**src/rtl/ps2_move_decoder_pkg.sv**
```systemverilog
// Shared definitions for the PS/2 move decoder: move codes, set-2 scancodes,
// frame FSM states and the held-key record.
package ps2_move_decoder_pkg;

   typedef enum logic [2:0] {
      NONE  = 3'd0,
      UP    = 3'd1,
      DOWN  = 3'd2,
      LEFT  = 3'd3,
      RIGHT = 3'd4,
      RESET = 3'd5
   } move_t;

   localparam logic [7:0] SC_EXT       = 8'hE0;
   localparam logic [7:0] SC_BRK       = 8'hF0;
   localparam logic [7:0] SC_UP        = 8'h1D;
   localparam logic [7:0] SC_UP_EXT    = 8'h75;
   localparam logic [7:0] SC_DOWN      = 8'h1B;
   localparam logic [7:0] SC_DOWN_EXT  = 8'h72;
   localparam logic [7:0] SC_LEFT      = 8'h1C;
   localparam logic [7:0] SC_LEFT_EXT  = 8'h6B;
   localparam logic [7:0] SC_RIGHT     = 8'h23;
   localparam logic [7:0] SC_RIGHT_EXT = 8'h74;
   localparam logic [7:0] SC_RESET     = 8'h2D;
   localparam logic [7:0] SC_RESET_ALT = 8'h76;

   typedef enum logic [1:0] {
      ST_IDLE   = 2'd0,
      ST_DATA   = 2'd1,
      ST_PARITY = 2'd2,
      ST_STOP   = 2'd3
   } frame_state_t;

   // valid=0 encodes "no key held"
   typedef struct packed {
      logic       valid;
      logic       ext;
      logic [7:0] code;
   } held_t;

   function automatic move_t map_code(input logic ext, input logic [7:0] code);
      map_code = NONE;
      if (ext) begin
         case (code)
            SC_UP_EXT:    map_code = UP;
            SC_DOWN_EXT:  map_code = DOWN;
            SC_LEFT_EXT:  map_code = LEFT;
            SC_RIGHT_EXT: map_code = RIGHT;
            default:      map_code = NONE;
         endcase
      end else begin
         case (code)
            SC_UP:        map_code = UP;
            SC_DOWN:      map_code = DOWN;
            SC_LEFT:      map_code = LEFT;
            SC_RIGHT:     map_code = RIGHT;
            SC_RESET,
            SC_RESET_ALT: map_code = RESET;
            default:      map_code = NONE;
         endcase
      end
   endfunction

endpackage

```
**src/rtl/ps2_move_decoder_rx_frame.sv**
```systemverilog
// PS/2 frame receiver: input synchronizers, ps2_clk glitch filter, 11-bit frame
// FSM with odd-parity/stop checking and an intra-frame idle timeout.
module ps2_rx_frame
   import ps2_move_decoder_pkg::*;
#(
   parameter int CLK_HZ     = 100_000_000,
   parameter int FILTER_LEN = 8,
   parameter int TIMEOUT_US = 200
) (
   input  logic       clk,
   input  logic       rst,
   input  logic       ps2_clk,
   input  logic       ps2_data,
   output logic       byte_valid,
   output logic [7:0] byte_data,
   output logic       frame_err
);

   localparam int TO_CYC = CLK_HZ / 1_000_000 * TIMEOUT_US;
   localparam int TO_W   = $clog2(TO_CYC + 1);
   localparam int FL_W   = $clog2(FILTER_LEN + 1);

   logic              clk_s1_q, clk_s2_q, dat_s1_q, dat_s2_q;
   logic              filt_q, filt_d;
   logic [FL_W-1:0]   flt_cnt_q, flt_cnt_d;
   logic              fall, timeout;
   frame_state_t      state_q, state_d;
   logic [2:0]        bit_cnt_q, bit_cnt_d;
   logic [7:0]        shift_q, shift_d;
   logic              par_q, par_d;
   logic [TO_W-1:0]   to_cnt_q, to_cnt_d;
   logic              valid_q, valid_d, err_q, err_d;

   always_ff @(posedge clk or posedge rst) begin
      if (rst) begin
         clk_s1_q  <= 1'b1;
         clk_s2_q  <= 1'b1;
         dat_s1_q  <= 1'b1;
         dat_s2_q  <= 1'b1;
         filt_q    <= 1'b1;
         flt_cnt_q <= '0;
         state_q   <= ST_IDLE;
         bit_cnt_q <= '0;
         shift_q   <= '0;
         par_q     <= 1'b0;
         to_cnt_q  <= '0;
         valid_q   <= 1'b0;
         err_q     <= 1'b0;
      end else begin
         clk_s1_q  <= ps2_clk;
         clk_s2_q  <= clk_s1_q;
         dat_s1_q  <= ps2_data;
         dat_s2_q  <= dat_s1_q;
         filt_q    <= filt_d;
         flt_cnt_q <= flt_cnt_d;
         state_q   <= state_d;
         bit_cnt_q <= bit_cnt_d;
         shift_q   <= shift_d;
         par_q     <= par_d;
         to_cnt_q  <= to_cnt_d;
         valid_q   <= valid_d;
         err_q     <= err_d;
      end
   end

   // The filtered level flips only after FILTER_LEN consecutive disagreeing samples.
   always_comb begin
      filt_d    = filt_q;
      flt_cnt_d = '0;
      if (clk_s2_q != filt_q) begin
         if (flt_cnt_q == FL_W'(FILTER_LEN - 1)) filt_d = clk_s2_q;
         else flt_cnt_d = flt_cnt_q + 1'b1;
      end
      fall     = filt_q & ~filt_d;
      timeout  = (state_q != ST_IDLE) && !fall && (to_cnt_q == TO_W'(TO_CYC - 1));
      to_cnt_d = (fall || state_q == ST_IDLE) ? '0 : to_cnt_q + 1'b1;
   end

   always_comb begin
      state_d   = state_q;
      bit_cnt_d = bit_cnt_q;
      shift_d   = shift_q;
      par_d     = par_q;
      if (timeout) begin
         state_d = ST_IDLE;
      end else if (fall) begin
         case (state_q)
            ST_IDLE: begin
               if (!dat_s2_q) begin
                  state_d   = ST_DATA;
                  bit_cnt_d = '0;
               end
            end
            ST_DATA: begin
               shift_d   = {dat_s2_q, shift_q[7:1]};
               bit_cnt_d = bit_cnt_q + 1'b1;
               if (bit_cnt_q == 3'd7) state_d = ST_PARITY;
            end
            ST_PARITY: begin
               par_d   = dat_s2_q;
               state_d = ST_STOP;
            end
            default: state_d = ST_IDLE;
         endcase
      end
   end

   always_comb begin
      valid_d = 1'b0;
      err_d   = timeout;
      if (fall && state_q == ST_STOP) begin
         if (dat_s2_q && ^{shift_q, par_q}) valid_d = 1'b1;
         else err_d = 1'b1;
      end
   end

   assign byte_valid = valid_q;
   assign byte_data  = shift_q;
   assign frame_err  = err_q;

endmodule

```
**src/rtl/ps2_move_decoder.sv**
```systemverilog
// PS/2 keyboard to one-cycle game move commands (set-2 scancodes).
// Define TYPEMATIC_EN to let repeated make codes of the held key move again.
module ps2_move_decoder
   import ps2_move_decoder_pkg::*;
#(
   parameter int CLK_HZ     = 100_000_000,
   parameter int FILTER_LEN = 8,
   parameter int TIMEOUT_US = 200
) (
   input  logic       clk,
   input  logic       rst,
   input  logic       ps2_clk,
   input  logic       ps2_data,
   output logic [2:0] move,
   output logic       frame_err
);

   logic       byte_valid;
   logic [7:0] byte_data;
   logic       rx_err;
   logic       ext_q, ext_d, brk_q, brk_d;
   held_t      held_q, held_d, cur_key;
   move_t      move_q, move_d, mapped;

   ps2_rx_frame #(
      .CLK_HZ     (CLK_HZ),
      .FILTER_LEN (FILTER_LEN),
      .TIMEOUT_US (TIMEOUT_US)
   ) u_rx (
      .clk        (clk),
      .rst        (rst),
      .ps2_clk    (ps2_clk),
      .ps2_data   (ps2_data),
      .byte_valid (byte_valid),
      .byte_data  (byte_data),
      .frame_err  (rx_err)
   );

   always_ff @(posedge clk or posedge rst) begin
      if (rst) begin
         ext_q  <= 1'b0;
         brk_q  <= 1'b0;
         held_q <= '0;
         move_q <= NONE;
      end else begin
         ext_q  <= ext_d;
         brk_q  <= brk_d;
         held_q <= held_d;
         move_q <= move_d;
      end
   end

   always_comb begin
      ext_d   = ext_q;
      brk_d   = brk_q;
      held_d  = held_q;
      move_d  = NONE;
      cur_key = {1'b1, ext_q, byte_data};
      mapped  = map_code(ext_q, byte_data);
      if (rx_err) begin
         ext_d = 1'b0;
         brk_d = 1'b0;
      end else if (byte_valid) begin
         if (byte_data == SC_EXT) begin
            ext_d = 1'b1;
         end else if (byte_data == SC_BRK) begin
            brk_d = 1'b1;
         end else begin
            ext_d = 1'b0;
            brk_d = 1'b0;
            if (brk_q) begin
               if (held_q == cur_key) held_d = '0;
            end else if (mapped != NONE) begin
               held_d = cur_key;
`ifdef TYPEMATIC_EN
               move_d = mapped;
`else
               if (held_q != cur_key) move_d = mapped;
`endif
            end
         end
      end
   end

   assign move      = move_q;
   assign frame_err = rx_err;

endmodule

```
**config.mk**
```make
export PLATFORM = sky130hd
export DESIGN_NAME = ps2_move_decoder
export DESIGN_NICKNAME = d
export VERILOG_FILES = /design/src/rtl/ps2_move_decoder_pkg.sv /design/src/rtl/ps2_move_decoder_rx_frame.sv /design/src/rtl/ps2_move_decoder.sv
export SDC_FILE = /design/constraint.sdc
export NUM_CORES = 1
export LEC_CHECK = 0
export ABC_AREA = 1
export BUFFER_PORTS_ARGS = -buffer_cell sky130_fd_sc_hd__buf_2
export CORE_ASPECT_RATIO = 0.75
export CORE_MARGIN = 5
export CORE_UTILIZATION = 30
export DETAILED_ROUTE_END_ITERATION = 6
export PLACE_DENSITY = 0.41
export SYNTH_ARGS = -nofsm -noshare
export SYNTH_HDL_FRONTEND = slang
export SYNTH_SLANG_ARGS = --single-unit
```
**constraint.sdc**
```tcl
create_clock -name clk -period 3.3 [get_ports clk]
set_input_delay 0.165 -clock clk [delete_from_list [all_inputs] [get_ports clk]]
set_output_delay 0.165 -clock clk [all_outputs]
set_load 0.005 [all_outputs]
```
==> flow_metrics.py <==
metrics = {
    "outcome": {
        "outcome": "finished clean",
    },
    "worst_setup_path": {
        "cp-start-kind": "flop",
        "cpLargestDelayFamily": "simple AND/OR/NAND/NOR gates",
        "regToRegSetupSlack_ps": 1450,
        "critPathKind": "flop to flop",
        "slowest_stage": "dfrtp_1",
        "ff2ff_path_depth": 8,
        "rr_endpoint": "u_rx.byte_data[5]$_DFFE_PP0P_",
        "worst-path-buf-inv": 1,
        "cp_data_arrival_time_ps": 2030,
        "cp_cell_sequence": "ha_1, nand2_1, nor2_2, nand2_1, nand3_1, inv_2, nand2_1, o21ai_0",
        "cpMostUsedCell": "nand2_1",
        "cpPeakStageDelay_ps": 400,
        "cp_max_fo": 16,
        "regToRegStartpoint": "u_rx.flt_cnt_q[0]$_DFF_PP0_",
        "endpoint_kind": "flop",
        "cp.required_ps": 3480,
    },
    "floorplan": {
        "die_w_um": 123.2,
        "core-area_um2": 9503,
        "die_area_um2": 11690,
        "rows": 31,
        "die_y_um": 94.88,
        "start_util": 0.3032,
        "io_pins": 8,
    },
    "final_layout": {
        "n_antenna_cell": 0,
        "area_delta_synth_final_pct": 12.03,
        "nNetsFinal": 385,
        "fill_cells": 998,
        "drive_gt1_frac": 0.1206,
    },
    "timing": {
        "relSlewSlack": 0.4821,
        "rsz0062_at_grt": "false",
        "slew_viol_final": 0,
        "fin_skew_ps": 4.959,
        "finalCriticalPeriod_ps": 1847,
        "worst_slew_pin_slew_ps": 775.7,
        "hold_viol_final": 0,
        "setup_slack_ps": 1453,
        "setup_viol": 0,
        "setup_tns_ps": 0,
        "clock.fmax_mhz": 541.4,
        "fin_crit_sh": 0.5597,
    },
    "power": {
        "pwr-share-clk": 0.404,
        "p_total_uw": 1312,
        "vdd_drop_max_mv": 0.2210,
        "p_comb_frac": 0.048,
        "internal_power_uw": 1005,
        "p_leak_uw": 0.001512,
        "switching_share": 0.2339,
        "seq_power_share": 0.548,
        "p_per_area_nw_per_um2": 406.6,
        "p_switching_uw": 307.0,
    },
    "cts": {
        "insertion_delay_ps": 290,
        "numCtsBuffers": 5,
        "cts-root-buf": "clkbuf_16",
        "clk_pin_slew_ps": 70,
        "cts_setup_buffers": 0,
        "clock-sinks": 55,
        "cts_tree": "done",
        "cts_buffer_depth": 2,
        "htree_levels": 2,
    },
    "placed_design": {
        "routabilityCongestion": 0.8253,
        "dp_hpwl_um": 4510,
        "portBuffers": 7,
        "place_ws_ps": 1464,
    },
    "yosys": {
        "ys_warn_count": 0,
        "yosysTopAreaCellShare": 0.4342,
        "synth-seq-cells": 55,
        "synth_area_leader_cell": "dfrtp_1",
        "seq_area_frac_synth": 0.4798,
        "syn_avg_cell_area_um2": 8.027,
        "syn_inst": 359,
        "synth_fp_nets": 372,
        "synth_area_leaders": "dfrtp_1 (43%), nand2_1 (13%), inv_1 (5.1%), nor2_1 (4.7%), dfstp_2 (4.6%)",
        "synth_cell_type_count": 33,
        "synth_area_um2": 2882,
    },
    "drt": {
        "vias_per_cell": 4.333,
        "postRouteAntennaNets": 0,
        "drc": 0,
        "vias": 2188,
        "drt_iter0_markers": 108,
        "firstDrtPassIters": 4,
        "wl_per_cell_um": 11.66,
        "drt-total-wl_um": 5888,
    },
    "hold_path": {
        "hp-class": "input port to async pin",
    },
    "grt": {
        "grt_max_degree": 38,
        "antenna_found_initial": 0,
        "grt_overflow_total": 0,
        "grt_usage": 0.1147,
        "grt_pass1_wl_um": 10430,
        "grt_pass1_vias": 2141,
    },
    "flow_run": {
        "drv_cap": 0,
    },
}
## how the worst max path moves through the flow
stage	from	end	cells after the start
after floorplan	u_rx.flt_cnt_q[0]$_DFF_PP0_	u_rx.state_q[0]$_DFFE_PP0P_	9
after global placement	u_rx.flt_cnt_q[0]$_DFF_PP0_	u_rx.byte_data[5]$_DFFE_PP0P_	8
after detailed placement	u_rx.flt_cnt_q[0]$_DFF_PP0_	u_rx.byte_data[5]$_DFFE_PP0P_	8
after CTS	u_rx.flt_cnt_q[0]$_DFF_PP0_	u_rx.byte_data[5]$_DFFE_PP0P_	8
after global routing	u_rx.flt_cnt_q[0]$_DFF_PP0_	u_rx.byte_data[5]$_DFFE_PP0P_	8
final	u_rx.flt_cnt_q[0]$_DFF_PP0_	u_rx.byte_data[5]$_DFFE_PP0P_	8
## synth_stat cells
master,count
nand2_1,101
dfrtp_1,50
inv_1,39
nor2_1,36
nand3_1,23
o21ai_0,19
a21oi_1,14
ha_1,9
o21ai_1,8
nor3_1,7
inv_2,6
dfstp_2,5
xnor2_1,5
xor2_1,5
nor2_2,4
buf_2,3
nand2_2,3
nor2_4,3
a21oi_2,2
and2_1,2
nand3b_1,2
nand4_1,2
a21boi_0,1
a21oi_4,1
and2_4,1
buf_6,1
nand2_4,1
nand3_2,1
nand3_4,1
nor3b_1,1
nor4_1,1
o21a_1,1
o22ai_1,1
## stage by stage
stage / util / instances / hold WS (ps) / cell area [um2]
after global placement: 0.3223 / 495 / 271.0 / 3063
after CTS: 0.3397 / 505 / 43.94 / 3228
after detailed placement: 0.3223 / 495 / 273.9 / 3063
after floorplan: - / 359 / 169.5 / 2882
final: 0.3397 / 505 / 10.28 / 3228
after global routing: 0.3397 / 505 / 96.92 / 3228
## cell usage in the layout (no fill, tap or decap), drive strengths merged, types with 5 or more instances in the layout
cell / count
dfrtp: 50
inv: 45
nor3: 7
nand2: 105
clkbuf: 5
ha: 9
nand3: 25
a21oi: 17
buf: 8
xor2: 5
dfstp: 5
o21ai: 27
xnor2: 5
nor2: 43
## routing by layer
metal / part of all wire / vias to the layer above / global-route usage
li1: - / 1159 / -
met1: 0.57 / 982 / 0.1754
met2: 0.37 / 39 / 0.1547
met3: 0.040 / 8 / 0.02934
met4: 0.015 / 0 / 0.03687
met5: 0 / - / 0
## flip-flops by register name (all words and copies together), names as in the netlist, 2 cells and up
signal	cells
held_q	10
u_rx.to_cnt_q	15
u_rx.flt_cnt_q	4
move	3
u_rx.byte_data	8
u_rx.state_q	2
u_rx.bit_cnt_q	3
## final cells by class
class,count,area [um2],share of cell area
clock buffers,5,125.1,0.03876
clock inverters,3,20.02,0.006202
inverters,45,168.9,0.05233
multi-input cells,255,1304,0.4039
flip-flops and latches,55,1383,0.4283
well taps,132,165.2,0.05116
repair buffers,10,62.56,0.01938
## logic make-up after synthesis
group / after synthesis / synth area share
compound gates: 47 / 0.09032
xor+xnor: 10 / 0.03039
fa+ha+maj: 9 / 0.03908
buf+inv: 49 / 0.06774
flops: 55 / 0.4798
simple gates: 189 / 0.2927
## worst register-to-register path: stages, from the launching register on
cell and delay (ps):
dfrtp_1 400, ha_1 220, nand2_1 120, nor2_2 60
nand2_1 70, nand3_1 120, inv_2 140, nand2_1 280
o21ai_0 350
## repair_timing
action	CTS	global route
endpoints found under the hold margin	2	0
resized for setup	0	0
hold buffers	2	0
## power by group through the flow
| stage | registers [uW] | logic [uW] | clock network, uW |
|---|---|---|---|
| floorplan | 728 | 47.9 | 0 |
| finish | 719 | 63.5 | 530 |
| detailed placement | 732 | 64.6 | 0 |
| global placement | 732 | 64.5 | 0 |
| CTS | 719 | 66.0 | 554 |
| global route | 722 | 73.6 | 582 |
Note: power is estimated with default switching activity, not from simulation.
